$ cat src/rtl/sb_spi_target_pkg.sv
// Shared definitions for the SB-bus SPI target: register map, bit positions,
// bus handshake states and the STATUS byte packer.
package sb_spi_target_pkg;

  localparam logic [3:0] OFF_CTRL   = 4'd0;
  localparam logic [3:0] OFF_STATUS = 4'd1;
  localparam logic [3:0] OFF_TXDR   = 4'd2;
  localparam logic [3:0] OFF_RXDR   = 4'd3;

  localparam int CTRL_EN   = 0;
  localparam int CTRL_CPOL = 1;
  localparam int CTRL_CPHA = 2;
  localparam int CTRL_RXIE = 3;

  localparam int ST_OVR = 2;

  localparam logic [7:0] IDLE_TX_DEF = 8'hFF;

  typedef enum logic [1:0] {
    BUS_IDLE,
    BUS_ACK,
    BUS_HOLD
  } bus_state_t;

  function automatic logic [7:0] status_byte(input logic busy, input logic ovr,
                                             input logic txempty, input logic rxrdy);
    return {4'b0000, busy, ovr, txempty, rxrdy};
  endfunction

endpackage

$ cat src/rtl/sb_spi_target_shifter.sv
// SPI-side datapath: input synchronisers, sclk edge detect, bit counter and the
// TX/RX shift registers. Byte completions and TX loads are single-cycle pulses.
module sb_spi_target_shifter
  import sb_spi_target_pkg::*;
#(
  parameter int SYNC_STAGES = 2
) (
  input  logic       clk,
  input  logic       rst,
  input  logic       spi_sclk,
  input  logic       spi_csn,
  input  logic       spi_mosi,
  input  logic       en,
  input  logic       cpol,
  input  logic       cpha,
  input  logic [7:0] tx_byte,
  output logic       tx_load,
  output logic       rx_valid,
  output logic [7:0] rx_byte,
  output logic       csn_low,
  output logic       miso,
  output logic       miso_oe
);

  logic [SYNC_STAGES-1:0] sclk_sync, csn_sync, mosi_sync;
  logic                   sclk_s, csn_s, mosi_s;
  logic                   sclk_d, csn_d;
  logic                   mode_cpol, mode_cpha, frame;
  logic [2:0]             cnt;
  logic [7:0]             tx_sh;
  logic [6:0]             rx_sh;
  logic                   act, start, rise, fall, lead, trail, sample_ev, shift_ev;

  assign sclk_s  = sclk_sync[SYNC_STAGES-1];
  assign csn_s   = csn_sync[SYNC_STAGES-1];
  assign mosi_s  = mosi_sync[SYNC_STAGES-1];
  assign csn_low = ~csn_s;

  assign act   = ~csn_s & en;
  assign start = csn_d & ~csn_s & en;
  assign rise  = sclk_s & ~sclk_d;
  assign fall  = ~sclk_s & sclk_d;
  assign lead  = mode_cpol ? fall : rise;
  assign trail = mode_cpol ? rise : fall;

  // The first shift of every byte is suppressed (cnt==0): in CPHA=0 it is the
  // trailing edge right after a reload, in CPHA=1 the leading edge that merely
  // presents the already-loaded MSB.
  assign sample_ev = frame & act & (mode_cpha ? trail : lead);
  assign shift_ev  = frame & act & (mode_cpha ? lead : trail) & (cnt != 3'd0);

  assign rx_valid = sample_ev & (cnt == 3'd7);
  assign rx_byte  = {rx_sh, mosi_s};
  assign tx_load  = start | rx_valid;
  assign miso     = tx_sh[7];

  always_ff @(posedge clk) begin
    if (rst) begin
      sclk_sync <= '1;
      csn_sync  <= '1;
      mosi_sync <= '1;
      sclk_d    <= 1'b1;
      csn_d     <= 1'b1;
      mode_cpol <= 1'b0;
      mode_cpha <= 1'b0;
      frame     <= 1'b0;
      cnt       <= 3'd0;
      tx_sh     <= 8'hFF;
      rx_sh     <= 7'd0;
      miso_oe   <= 1'b0;
    end else begin
      sclk_sync <= {sclk_sync[SYNC_STAGES-2:0], spi_sclk};
      csn_sync  <= {csn_sync[SYNC_STAGES-2:0], spi_csn};
      mosi_sync <= {mosi_sync[SYNC_STAGES-2:0], spi_mosi};
      sclk_d    <= sclk_s;
      csn_d     <= csn_s;

      if (!act) begin
        frame <= 1'b0;
        cnt   <= 3'd0;
      end else if (start) begin
        frame     <= 1'b1;
        cnt       <= 3'd0;
        mode_cpol <= cpol;
        mode_cpha <= cpha;
      end else if (sample_ev) begin
        cnt   <= cnt + 3'd1;
        rx_sh <= rx_byte[6:0];
      end

      if (tx_load)
        tx_sh <= tx_byte;
      else if (shift_ev)
        tx_sh <= {tx_sh[6:0], 1'b1};

      miso_oe <= act & (frame | start);
    end
  end

endmodule

$ cat src/rtl/sb_spi_target.sv
// SB-bus SPI target: bus handshake FSM and CTRL/STATUS/TXDR/RXDR registers around
// the SPI shifter. Read data and ack are zero when idle so the bus can OR them.
module sb_spi_target
  import sb_spi_target_pkg::*;
#(
  parameter logic [3:0] BUS_ADDR74  = 4'b0011,
  parameter int         SYNC_STAGES = 2,
  parameter logic [7:0] IDLE_TX     = IDLE_TX_DEF
) (
  input  logic       clk,
  input  logic       rst,
  input  logic       sb_stbi,
  input  logic       sb_rwi,
  input  logic [7:0] sb_adri,
  input  logic [7:0] sb_dati,
  output logic [7:0] sb_dato,
  output logic       sb_acko,
  input  logic       spi_sclk,
  input  logic       spi_csn,
  input  logic       spi_mosi,
  output logic       spi_miso,
  output logic       spi_miso_oe,
  output logic       irq
);

  bus_state_t bus_st;
  logic [3:0] ctrl;
  logic [7:0] txdr, rxdr, rd_val, tx_byte, rx_byte;
  logic       rxrdy, txempty, ovr;
  logic       hit, wr, rd, busy, csn_low, tx_load, rx_valid;
  logic [3:0] off;
  logic       rd_rxdr;

  // A strobe is served once; further acks wait until the master drops it.
  assign hit     = sb_stbi & (sb_adri[7:4] == BUS_ADDR74) & (bus_st == BUS_IDLE);
  assign wr      = hit & sb_rwi;
  assign rd      = hit & ~sb_rwi;
  assign off     = sb_adri[3:0];
  assign rd_rxdr = rd & (off == OFF_RXDR);

  assign busy    = csn_low & ctrl[CTRL_EN];
  assign tx_byte = txempty ? IDLE_TX : txdr;
  assign irq     = (rxrdy & ctrl[CTRL_RXIE]) | ovr;

  always_comb begin
    rd_val = 8'h00;
    case (off)
      OFF_CTRL:   rd_val = {4'b0000, ctrl};
      OFF_STATUS: rd_val = status_byte(busy, ovr, txempty, rxrdy);
      OFF_RXDR:   rd_val = rxdr;
      default:    rd_val = 8'h00;
    endcase
  end

  always_ff @(posedge clk) begin
    if (rst) begin
      bus_st  <= BUS_IDLE;
      sb_acko <= 1'b0;
      sb_dato <= 8'h00;
    end else begin
      sb_acko <= hit;
      sb_dato <= rd ? rd_val : 8'h00;
      case (bus_st)
        BUS_IDLE: if (hit) bus_st <= BUS_ACK;
        BUS_ACK:  bus_st <= sb_stbi ? BUS_HOLD : BUS_IDLE;
        BUS_HOLD: if (!sb_stbi) bus_st <= BUS_IDLE;
        default:  bus_st <= BUS_IDLE;
      endcase
    end
  end

  // Statement order encodes the same-cycle priorities: a TXDR write beats the
  // shifter consuming it, an RXDR read frees the slot for a completing byte, and
  // an overrun beats a software OVR clear.
  always_ff @(posedge clk) begin
    if (rst) begin
      ctrl    <= 4'd0;
      txdr    <= 8'h00;
      rxdr    <= 8'h00;
      rxrdy   <= 1'b0;
      txempty <= 1'b1;
      ovr     <= 1'b0;
    end else begin
      if (tx_load)
        txempty <= 1'b1;
      if (wr && off == OFF_CTRL)
        ctrl <= sb_dati[3:0];
      if (wr && off == OFF_TXDR) begin
        txdr    <= sb_dati;
        txempty <= 1'b0;
      end
      if (wr && off == OFF_STATUS && sb_dati[ST_OVR])
        ovr <= 1'b0;
      if (rd_rxdr)
        rxrdy <= 1'b0;
      if (rx_valid) begin
        if (rxrdy && !rd_rxdr) begin
          ovr <= 1'b1;
        end else begin
          rxdr  <= rx_byte;
          rxrdy <= 1'b1;
        end
      end
    end
  end

  sb_spi_target_shifter #(
    .SYNC_STAGES(SYNC_STAGES)
  ) u_shifter (
    .clk      (clk),
    .rst      (rst),
    .spi_sclk (spi_sclk),
    .spi_csn  (spi_csn),
    .spi_mosi (spi_mosi),
    .en       (ctrl[CTRL_EN]),
    .cpol     (ctrl[CTRL_CPOL]),
    .cpha     (ctrl[CTRL_CPHA]),
    .tx_byte  (tx_byte),
    .tx_load  (tx_load),
    .rx_valid (rx_valid),
    .rx_byte  (rx_byte),
    .csn_low  (csn_low),
    .miso     (spi_miso),
    .miso_oe  (spi_miso_oe)
  );

endmodule
$ cat config.mk
export PLATFORM = sky130hd
export DESIGN_NAME = sb_spi_target
export DESIGN_NICKNAME = d
export VERILOG_FILES = /design/src/rtl/sb_spi_target_pkg.sv /design/src/rtl/sb_spi_target_shifter.sv /design/src/rtl/sb_spi_target.sv
export SDC_FILE = /design/constraint.sdc
export NUM_CORES = 1
export LEC_CHECK = 0
export BUFFER_PORTS_ARGS = -buffer_cell sky130_fd_sc_hd__buf_2
export CORE_MARGIN = 3
export CORE_UTILIZATION = 34
export DETAILED_ROUTE_END_ITERATION = 7
export HOLD_SLACK_MARGIN = 0.05
export SETUP_SLACK_MARGIN = 0.4
export SLEW_MARGIN = 20
export SYNTH_ARGS = -nofsm -noshare
export SYNTH_HDL_FRONTEND = slang
export SYNTH_SLANG_ARGS = --single-unit
$ cat constraint.sdc
create_clock -name clk -period 2.3 [get_ports clk]
set_input_delay 0.115 -clock clk [delete_from_list [all_inputs] [get_ports clk]]
set_output_delay 0.115 -clock clk [all_outputs]
set_load 0.05 [all_outputs]
Word level (Yosys, flattened, before mapping)
Cells that the tools add are included.
{ "word_totals": {"register_bits": 64} }
{ "op_classes": {"addsub": 1, "n_eq_ne": 9, "n_mux": 20, "bitwise": 28, "n_reduce_logical": 18} }
{ "ops": {"columns": ["cell", "n"], "rows": [
  ["8-bit 2-to-1 mux", 3],
  ["8-bit one-hot mux with 3 select lines", 1],
  ["1-bit AND", 17],
  ["4-bit by 2-bit equality test with 1-bit output (second input constant)", 3],
  ["1-bit 2-to-1 mux", 12],
  ["1-bit inverter", 8],
  ["2-bit 2-to-1 mux", 3],
  ["2-bit one-hot mux with 3 select lines", 1],
  ["2-bit AND reduction", 3],
  ["1-bit logical AND", 5],
  ["4-bit by 1-bit equality test with 1-bit output (second input constant)", 1],
  ["4-bit logical NOT", 1],
  ["2-bit != test (second input constant)", 2],
  ["2-bit nonzero test", 2],
  ["2-bit OR reduction", 2],
  ["3-bit by 1-bit adder with 3-bit output (second input constant)", 1],
  ["3-bit equality test (second input constant)", 1],
  ["1-bit OR", 3],
  ["3-bit AND reduction", 1],
  ["3-bit nonzero test", 1],
  ["3-bit OR reduction", 1],
  ["2-bit by 1-bit equality test with 1-bit output (second input constant)", 1],
  ["2-bit equality test (second input constant)", 1],
  ["2-bit logical NOT", 1],
  ["1-bit logical NOT", 1]
]} }

Depth between registers and ports, before layout
Gate-level depths: netlist of run 1.
{ "logic_depth": {"word_depth": 9, "ltp_mapped": 7} }

Modules after synthesis
From an unflattened synthesis of run 1, not the netlist that was laid out.
{ "unflattened": {"cells_unflattened": 267, "hier_area_um2": 2691.3} }
{ "modules_own_cells": {"columns": ["module", "n_inst", "cells_each", "area_per_inst_um2"], "rows": [
  ["sb_spi_target", 1, 148, 1440.1],
  ["sb_spi_target_shifter", 1, 119, 1251.2]
]} }

Least setup slack after synthesis of run 1
OpenSTA, ideal clock, no wires.
{ "synth_timing": {"kind": "register -> register", "startpoint": "register u_shifter.mode_cpol", "endpoint": "register u_shifter.rx_sh[6]", "arrival_ns": 1.624, "slack_ns": 0.549, "stages_incl_launch_ff": 6, "period_less_slack_ns": 1.751, "cell_sequence": "dfxtp_1 -> xnor2_1 -> mux2_2 -> nor3_4 -> mux2i_1 -> nor2_1"} }
{ "synth_via": {"elab_chain_len": 4, "word_cells_on_any_way": 5, "cone_classes": "mux (3); bitwise (1); reduce/logical (1)"} }
{ "synth_lines": {"columns": ["element", "line_no", "rtl"], "rows": [
  ["start, declared", "sb_spi_target_shifter.sv:28", "logic mode_cpol, mode_cpha, frame;"],
  ["start signal, assigned", "sb_spi_target_shifter.sv:84", "mode_cpol <= cpol;"],
  ["1-bit 2-to-1 mux (on tied branches)", "sb_spi_target_shifter.sv:43, sb_spi_target_shifter.sv:44", null],
  ["1-bit 2-to-1 mux (*)", "sb_spi_target_shifter.sv:49", "assign sample_ev = frame & act & (mode_cpha ? trail : lead);"],
  ["1-bit AND (*)", "sb_spi_target_shifter.sv:49", null],
  ["3-bit AND reduction (no line) (*)", null, null],
  ["end signal, assigned", "sb_spi_target_shifter.sv:88", "rx_sh <= rx_byte[6:0];"],
  ["end, declared", "sb_spi_target_shifter.sv:31", "logic [6:0] rx_sh;"]
]} }
Mark *: on every way between the ends. The rest lies on a longest branch, timed or not.
A chain may end at the register's enable or synchronous reset.

Final worst setup path of run 1
{ "layout_timing": {"startpoint": "register bus_st[1]", "endpoint": "register rxdr[6]"} }
{ "layout_via": {"elab_chain_len": 8} }
{ "layout_lines": {"columns": ["element", "line_no", "rtl"], "rows": [
  ["start, declared", "sb_spi_target.sv:26", "bus_state_t bus_st;"],
  ["start signal, assigned", "sb_spi_target.sv:65", "BUS_ACK: bus_st <= sb_stbi ? BUS_HOLD : BUS_IDLE;"],
  ["2-bit logical NOT", "sb_spi_target.sv:35", "assign hit = sb_stbi & (sb_adri[7:4] == BUS_ADDR74) & (bus_st == BUS_IDLE);"],
  ["1-bit AND", "sb_spi_target.sv:35", null],
  ["1-bit AND", "sb_spi_target.sv:37", "assign rd = hit & ~sb_rwi;"],
  ["1-bit AND", "sb_spi_target.sv:39", "assign rd_rxdr = rd & (off == OFF_RXDR);"],
  ["1-bit logical NOT", "sb_spi_target.sv:97", "if (rxrdy && !rd_rxdr) begin"],
  ["1-bit logical AND", "sb_spi_target.sv:97", null],
  ["1-bit inverter (no line)", null, null],
  ["2-bit AND reduction (no line)", null, null],
  ["end signal, assigned", "sb_spi_target.sv:100", "rxdr <= rx_byte;"],
  ["end, declared", "sb_spi_target.sv:28", "logic [7:0] txdr, rxdr, rd_val, tx_byte, rx_byte;"]
]} }
Every way passes these cells.

==> qor.csv, run 1 <==
stage,metric,value,unit
setup_path,flop2flop setup slack,0.50,ns
setup_path,CP max-delay cell,or3b_4,
global_route,first-pass GRT wire length,8.45,mm
power_and_ir_drop,worst ir drop on vdd,0.333,mV
route,DR iter-0 viols,65,
synth,Yosys top cell area share,0.509,
cts,Clock Latency Late Sink,0.34,ns
cts,H-tree Lvls,3,
setup_path,Crit path buffers/inverters,1,
route,DRC errors left,0,
global_route,initial antenna violation count,0,
route,drt first pass iters,4,
setup_path,cell family with most CP delay,simple AND/OR/NAND/NOR gates,
power_and_ir_drop,Leakage,1.31,nW
power_and_ir_drop,PwrDens,650,nW/um2
worst_hold_path,HP Class,in2reg,
cts,total CTS buffers,9,
global_route,GRT overflow,0,
synth,ys flop type,dfxtp_1,
setup_path,CP Launch Type,flop,
timing,crit share post-route,0.782,
cells_and_area,synth-to-layout area growth,24.8,%
floorplanning,die footprint,8470,um2
timing,f_max,0.556,GHz
global_route,GRT Total Usage,0.128,
setup_path,worst reg2reg endpoint,rxdr[6]$_SDFFE_PP0P_,
timing,Setup TNS,0,ns
synth,#FFs+latches synth,64,
route,via/cell ratio,4.70,
cts,"Reg clk slew, reported paths",0.07,ns
cells_and_area,nets,323,
timing,Hold Slack,0.0669,ns
run,MaxCap Viol Count,0,
timing,RSZ-0062 raised after global routing,no,
setup_path,cell depth of the worst setup path,6,
cts,clk buf depth,2,
timing,Layout Skew,0.00794,ns
synth,syn_area_per_cell,10.2,um2
setup_path,Crit Path Max Fanout,8,
placement,placed cells,368,
route,routed wire length,5.14,mm
cells_and_area,antenna cells,0,
timing,max-slew violations,0,
route,detailed-route via count,1871,
cts,clk sink count,64,
placement,GPL Wtd Cong,0.818,
placement,input/output buffers,34,
cells_and_area,share of cells above drive strength 1,0.265,
synth,Post-Syn Nets,273,
status,status,completed,
floorplanning,core area,6980,um2
timing,Tmin final,1.80,ns
route,Avg WL per Cell,12.9,um
floorplanning,I/O pin cnt,35,
setup_path,CP arrival,2.04,ns
global_route,vias in the first global route,1779,
cells_and_area,"commonest non-fill, non-tap cell in the layout",dfxtp_1,
synth,Mapped Cells,247,
cells_and_area,most frequent cells in the layout,"dfxtp_1 (63), nor2_1 (42), mux2i_1 (36)",
timing,Final Hold Fails,0,
synth,Post-Syn Area,2520,um2
floorplanning,Core Rows,30,
cts,TritonCTS clock tree,yes,
synth,Synth cell types,37,
placement,DP Worst Slack,0.330,ns
setup_path,crit-path max cell delay,0.41,ns
cells_and_area,fillcell total,706,
setup_path,Crit. End Element,flop,
synth,yosys synthesis warning count,0,
route,remaining antenna violation count,0,
setup_path,Worst Setup EP,rxdr[6]$_SDFFE_PP0P_,
setup_path,CP required,2.54,ns
synth,asr flop ratio synth,0,
setup_path,R2R cell count,6,
synth,synth top area cells,"dfxtp_1 (51%), mux2i_1 (15%), nor2_1 (6.3%)",
setup_path,reg2reg start,bus_st[1]$_SDFFE_PP0P_,
setup_path,CP cell instances,or3b_4 > o41ai_4 > and3_4 > buf_8 > mux2i_2 > nor2_1,
timing,Worst Tran Pin Value,0.462,ns
synth,Post-synth EDFFs,0,
floorplanning,starting density of the core,0.361,
timing,# setup viols final,0,
global_route,pin count of the biggest net entering global routing,27,
floorplanning,Die Width,92.0,um
cells_and_area,Non-Filler Instances,398,
timing,Rel. slew slack,0.691,
floorplanning,Die H,92.0,um
synth,register area share after synthesis,0.509,
setup_path,crit path from,bus_st[1]$_SDFFE_PP0P_,
placement,DPL Wire Length,3.55,mm
timing,final worst slack,0.500,ns
setup_path,critical path class,reg2reg,
cts,clk root buf,clkbuf_8,
synth,"area leader, netlist",dfxtp_1,
area by class of cell:
cell class,instances,area [um2],area share
timing repair buffer,51,345,0.110
sequential,64,1280,0.408
inverter,4,15.0,0.00478
tap,96,120,0.0382
clock buffer,11,141,0.0450
clock inverter,5,32.5,0.0104
multi-input combinational,167,1200,0.383
flip-flops by register name, indices dropped and copies added (netlist names), 2 cells and up:
signal / cells
u_shifter.csn_sync: 2
sb_dato: 8
u_shifter.cnt: 3
ctrl: 4
u_shifter.sclk_sync: 2
u_shifter.mosi_sync: 2
u_shifter.rx_sh: 7
u_shifter.tx_sh: 8
rxdr: 8
bus_st: 2
txdr: 8
worst min-delay path, stage by stage:
cell and delay, ns:
buf_2 0.12, mux2i_1 0.07, nor2_1 0.07
worst min-delay path by stage:
stage                          start                                 to  cells after the start
after floorplan              spi_csn   u_shifter.csn_sync[0]$_SDFF_PP1_                      1
after global placement      spi_sclk  u_shifter.sclk_sync[0]$_SDFF_PP1_                      2
after detailed placement     spi_csn   u_shifter.csn_sync[0]$_SDFF_PP1_                      2
after CTS                 sb_dati[2]               txdr[2]$_SDFFE_PP0P_                      3
after global routing      sb_dati[2]               txdr[2]$_SDFFE_PP0P_                      3
final                     sb_dati[2]               txdr[2]$_SDFFE_PP0P_                      3
Yosys cell counts (2+ instances only):
cell / instances
nand2_1: 8
a21oi_1: 11
a22oi_1: 4
mux2_2: 4
nand3b_1: 2
nor2_1: 42
dfxtp_1: 64
nand2b_1: 3
xnor2_1: 2
nor2b_1: 2
nor3_1: 2
nand4_1: 2
inv_1: 4
a21o_1: 2
a2111oi_0: 8
or3_1: 2
clkbuf_1: 11
nand3_1: 3
ha_1: 3
mux2i_1: 38
and3_1: 4
and2_1: 4
or2_2: 8
kinds of logic (layout without fill, tap and decap cells):
group,Yosys count,after routing,synth area share
mux,42,42,0.169
xor+xnor,3,3,0.0104
simple gates,88,89,0.177
fa+ha+maj,3,3,0.0149
flops,64,64,0.509
buf+inv,17,71,0.0288
compound gates,30,30,0.0905
layer usage:
layer | vias up | track usage | part of all wire
met5 | - | 0 | 0
met4 | 0 | 0.0594 | 0.020
met3 | 11 | 0.0427 | 0.052
met2 | 45 | 0.182 | 0.43
met1 | 852 | 0.173 | 0.49
li1 | 963 | - | -
power breakdown:
part / total [mW] / leakage [nW] / internal, mW / switching (mW)
clock network: 0.839 / 0.0813 / 0.416 / 0.424
registers: 1.12 / 0.518 / 1.11 / 0.00363
logic: 0.0848 / 0.707 / 0.0413 / 0.0435
total: 2.04 / 1.31 / 1.57 / 0.471
repair_timing:
action,4_1_cts,5_1_grt
endpoints found under the hold margin,13,0
pin swaps,3,1
resized for setup,0,15
cloned,0,1
setup buffers,1,1
hold buffers,11,0
setup endpoints to repair,15,16
metrics by stage:
stage	cell area, um2	utilization	power, mW
floorplan	2520	-	1.18
global placement	2780	0.398	1.21
detailed placement	2780	0.398	1.21
CTS	3080	0.442	2.08
global route	3140	0.450	2.13
finish	3140	0.450	2.04
Power figures use the tool's default switching activity.
==> run 2, diff against run 1 <==
==> constraint.sdc (replaced) <==
create_clock -name clk -period 1.6 [get_ports clk]
set_input_delay 0.08 -clock clk [delete_from_list [all_inputs] [get_ports clk]]
set_output_delay 0.08 -clock clk [all_outputs]
set_load 0.05 [all_outputs]
==> run 2 against run 1 <==
  * The run now ends with negative hold slack, negative setup slack left
  * Sequential power increased by 44%
  * Routed wire length is 6.5% higher
  * Final cell count grew 7.3%
  * Sequential share of layout area fell by 5.1 points
  * Via count up 6.1%
  * Utilization is 6.7 points higher
  * Hold slack got worse by 0.077 ns
  * Die area did not move
  * Flip-flop and latch count unchanged
  * Register-to-register slack worse by 0.61 ns
  * Global-route usage increased by 1.7 points
  * Critical path type unchanged
  * Largest cell class is now multi-input combinational cells
  * Largest power group unchanged
==> qor.csv, run 2 (synthesis results as in run 1) <==
stage,metric,value,unit,change
setup_path,worst reg2reg endpoint,u_shifter.tx_sh[3]$_SDFFE_PP1P_,,was rxdr[6]$_SDFFE_PP0P_
setup_path,critical path class,reg2reg,,unchanged
timing,Rel. slew slack,0.578,,was 0.691
cts,Clock Latency Late Sink,0.34,ns,about the same
setup_path,CP arrival,1.94,ns,was 2.04 ns
worst_hold_path,hold path startpoint,rst,,was sb_dati[2]
power_and_ir_drop,worst ir drop on vdd,0.537,mV,was 0.333 mV
setup_path,CP required,1.83,ns,was 2.54 ns
timing,crit share post-route,1.07,,was 0.782
floorplanning,Core Rows,30,,unchanged
route,drt first pass iters,4,,unchanged
timing,max-slew violations,0,,unchanged
setup_path,reg2reg start,u_shifter.mode_cpol$_SDFFE_PP0P_,,was bus_st[1]$_SDFFE_PP0P_
route,DR iter-0 viols,139,,was 65
setup_path,Crit. End Element,flop,,unchanged
worst_hold_path,WHS Endpoint,sb_acko$_SDFF_PP0_,,was txdr[2]$_SDFFE_PP0P_
timing,Hold Slack,-0.0101,ns,was 0.0669 ns
cells_and_area,Finished Core Util,0.517,,was 0.450
status,status,"finished, violations left",,was completed
cts,hold-fix buffers at CTS,12,,was 11
placement,DPL Wire Length,3.75,mm,was 3.55 mm
cells_and_area,share of cells above drive strength 1,0.396,,was 0.265
power_and_ir_drop,PwrDens,865,nW/um2,was 650 nW/um2
timing,f_max,0.585,GHz,was 0.556 GHz
global_route,first-pass GRT wire length,9.62,mm,was 8.45 mm
cts,clk root buf,clkbuf_8,,unchanged
route,routed wire length,5.47,mm,was 5.14 mm
global_route,initial antenna violation count,0,,unchanged
floorplanning,Die Width,92.0,um,unchanged
cts,total CTS buffers,9,,unchanged
setup_path,flop2flop setup slack,-0.11,ns,was 0.50 ns
floorplanning,Die H,92.0,um,unchanged
cts,TritonCTS clock tree,yes,,unchanged
floorplanning,I/O pin cnt,35,,unchanged
setup_path,CP cell instances,xnor2_2 > mux2i_2 > nand2_2 > buf_6 > a2111oi_2 > a21oi_1,,was or3b_4 > o41ai_4 > and3_4 > buf_8 > mux2i_2 > nor2_1
floorplanning,starting density of the core,0.361,,unchanged
placement,placed cells,395,,was 368
global_route,GRT overflow,0,,unchanged
placement,GPL Wtd Cong,0.769,,was 0.818
setup_path,Crit Path Max Fanout,4,,was 8
cells_and_area,most frequent cells in the layout,"dfxtp_1 (58), mux2i_1 (36), nor2_1 (35)",,"was dfxtp_1 (63), nor2_1 (42), mux2i_1 (36)"
worst_hold_path,Worst Hold Depth,2,,was 3
route,remaining antenna violation count,0,,unchanged
cts,clk sink count,64,,unchanged
global_route,GRT Total Usage,0.145,,was 0.128
setup_path,crit-path max cell delay,0.35,ns,was 0.41 ns
floorplanning,die footprint,8470,um2,unchanged
cells_and_area,"commonest non-fill, non-tap cell in the layout",dfxtp_1,,unchanged
cts,clk buf depth,2,,unchanged
route,via/cell ratio,4.65,,was 4.70
cells_and_area,antenna cells,0,,unchanged
global_route,vias in the first global route,2050,,was 1779
floorplanning,core area,6980,um2,unchanged
timing,Layout Skew,0.00561,ns,was 0.00794 ns
route,detailed-route via count,1986,,was 1871
cells_and_area,nets,352,,was 323
timing,Tmin final,1.71,ns,was 1.80 ns
cells_and_area,synth-to-layout area growth,43.4,%,was 24.8%
worst_hold_path,HP Class,in2reg,,unchanged
run,MaxCap Viol Count,0,,unchanged
cts,H-tree Lvls,3,,unchanged
timing,final worst slack,-0.108,ns,was 0.500 ns
placement,input/output buffers,34,,unchanged
status,failing checks,"negative hold slack, negative setup slack",,
timing,Worst Tran Pin Value,0.632,ns,was 0.462 ns
timing,Final Hold Fails,1,,was 0
timing,RSZ-0062 raised after global routing,yes,,was no
global_route,pin count of the biggest net entering global routing,53,,was 27
setup_path,R2R cell count,6,,unchanged
power_and_ir_drop,Leakage,1.49,nW,was 1.31 nW
timing,Setup TNS,-2.75,ns,was 0 ns
route,DRC errors left,0,,unchanged
setup_path,CP Launch Type,flop,,unchanged
cells_and_area,Non-Filler Instances,427,,was 398
timing,# setup viols final,39,,was 0
cts,"Reg clk slew, reported paths",0.07,ns,about the same
route,Avg WL per Cell,12.8,um,was 12.9 um
setup_path,CP max-delay cell,a2111oi_2,,was or3b_4
==> run 2: changes by cell type in the layout (fill, tap and decap cells not counted), moves of 3 or more <==
cell,before,now
dfxtp_1,63,58
a2111oi_1,4,1
nor2_4,0,8
buf_6,0,8
buf_12,1,4
clkinvlp_4,3,0
dfxtp_2,1,6
a2111oi_4,0,3
a2111oi_0,3,0
a2111oi_2,1,4
buf_4,4,24
nor2_1,42,35
==> run 2: how the worst max path moves through the flow <==
stage | from | endpoint | slack [ns] | cells past startpoint
floorplan | bus_st[0]$_SDFFE_PP0P_ | rxdr[2]$_SDFFE_PP0P_ | -0.03 | 6
global placement | u_shifter.mode_cpha$_SDFFE_PP0P_ | u_shifter.tx_sh[1]$_SDFFE_PP1P_ | -0.13 | 6
detailed placement | u_shifter.mode_cpha$_SDFFE_PP0P_ | u_shifter.tx_sh[1]$_SDFFE_PP1P_ | -0.13 | 6
CTS | u_shifter.mode_cpha$_SDFFE_PP0P_ | u_shifter.rx_sh[0]$_SDFFE_PP0P_ | -0.09 | 7
global route | u_shifter.mode_cpol$_SDFFE_PP0P_ | u_shifter.tx_sh[2]$_SDFFE_PP1P_ | -0.22 | 6
finish | u_shifter.mode_cpol$_SDFFE_PP0P_ | u_shifter.tx_sh[3]$_SDFFE_PP1P_ | -0.11 | 6
==> run 2: power by group <==
group	leakage [nW]	internal [mW]	switching [mW]
clock	0.106	0.752	0.610
combinational	0.864	0.0793	0.0750
sequential	0.520	1.60	0.00575
==> run 2: stage by stage <==
stage	area (um2)	power (mW)	setup WS, ns
final	3610	3.12	-0.108
after global routing	3610	3.27	-0.216
after CTS	3540	3.17	-0.0866
after detailed placement	3110	1.76	-0.126
after global placement	3110	1.76	-0.126
after floorplan	2600	1.70	-0.0259
==> run 2: final cells by class <==
type	count	area, um2
clock inverters	6	58.8
flip-flops and latches	64	1290
well taps	96	120
repair buffers	81	636
clock buffers	10	138
fillers	669	3370
inverters	4	15.0
multi-input cells	166	1360
==> run 2: critical path: cells and delay by family (launching register included) <==
family	cells	cell delay [ns]
buffers and inverters	1	0.16
XOR/XNOR	1	0.21
AO/OA/AOI/OAI	2	0.42
flip-flops	1	0.33
multiplexers	1	0.31
AND/OR/NAND/NOR	1	0.16
==> run 2: metal layers <==
layer	vias to the layer above	track usage	wire, um
met4	0	0.0644	99
met3	9	0.0533	253
met1	916	0.175	2580
li1	1019	-	-
met5	-	0	0
met2	42	0.230	2540
==> run 2: timing repair <==
action / 4_1_cts / 5_1_grt
setup endpoints to repair: 52 / 53
buffers inserted: 4 / 0
pin swaps: 11 / 14
resized for setup: 23 / 16
hold endpoints to repair: 18 / 2
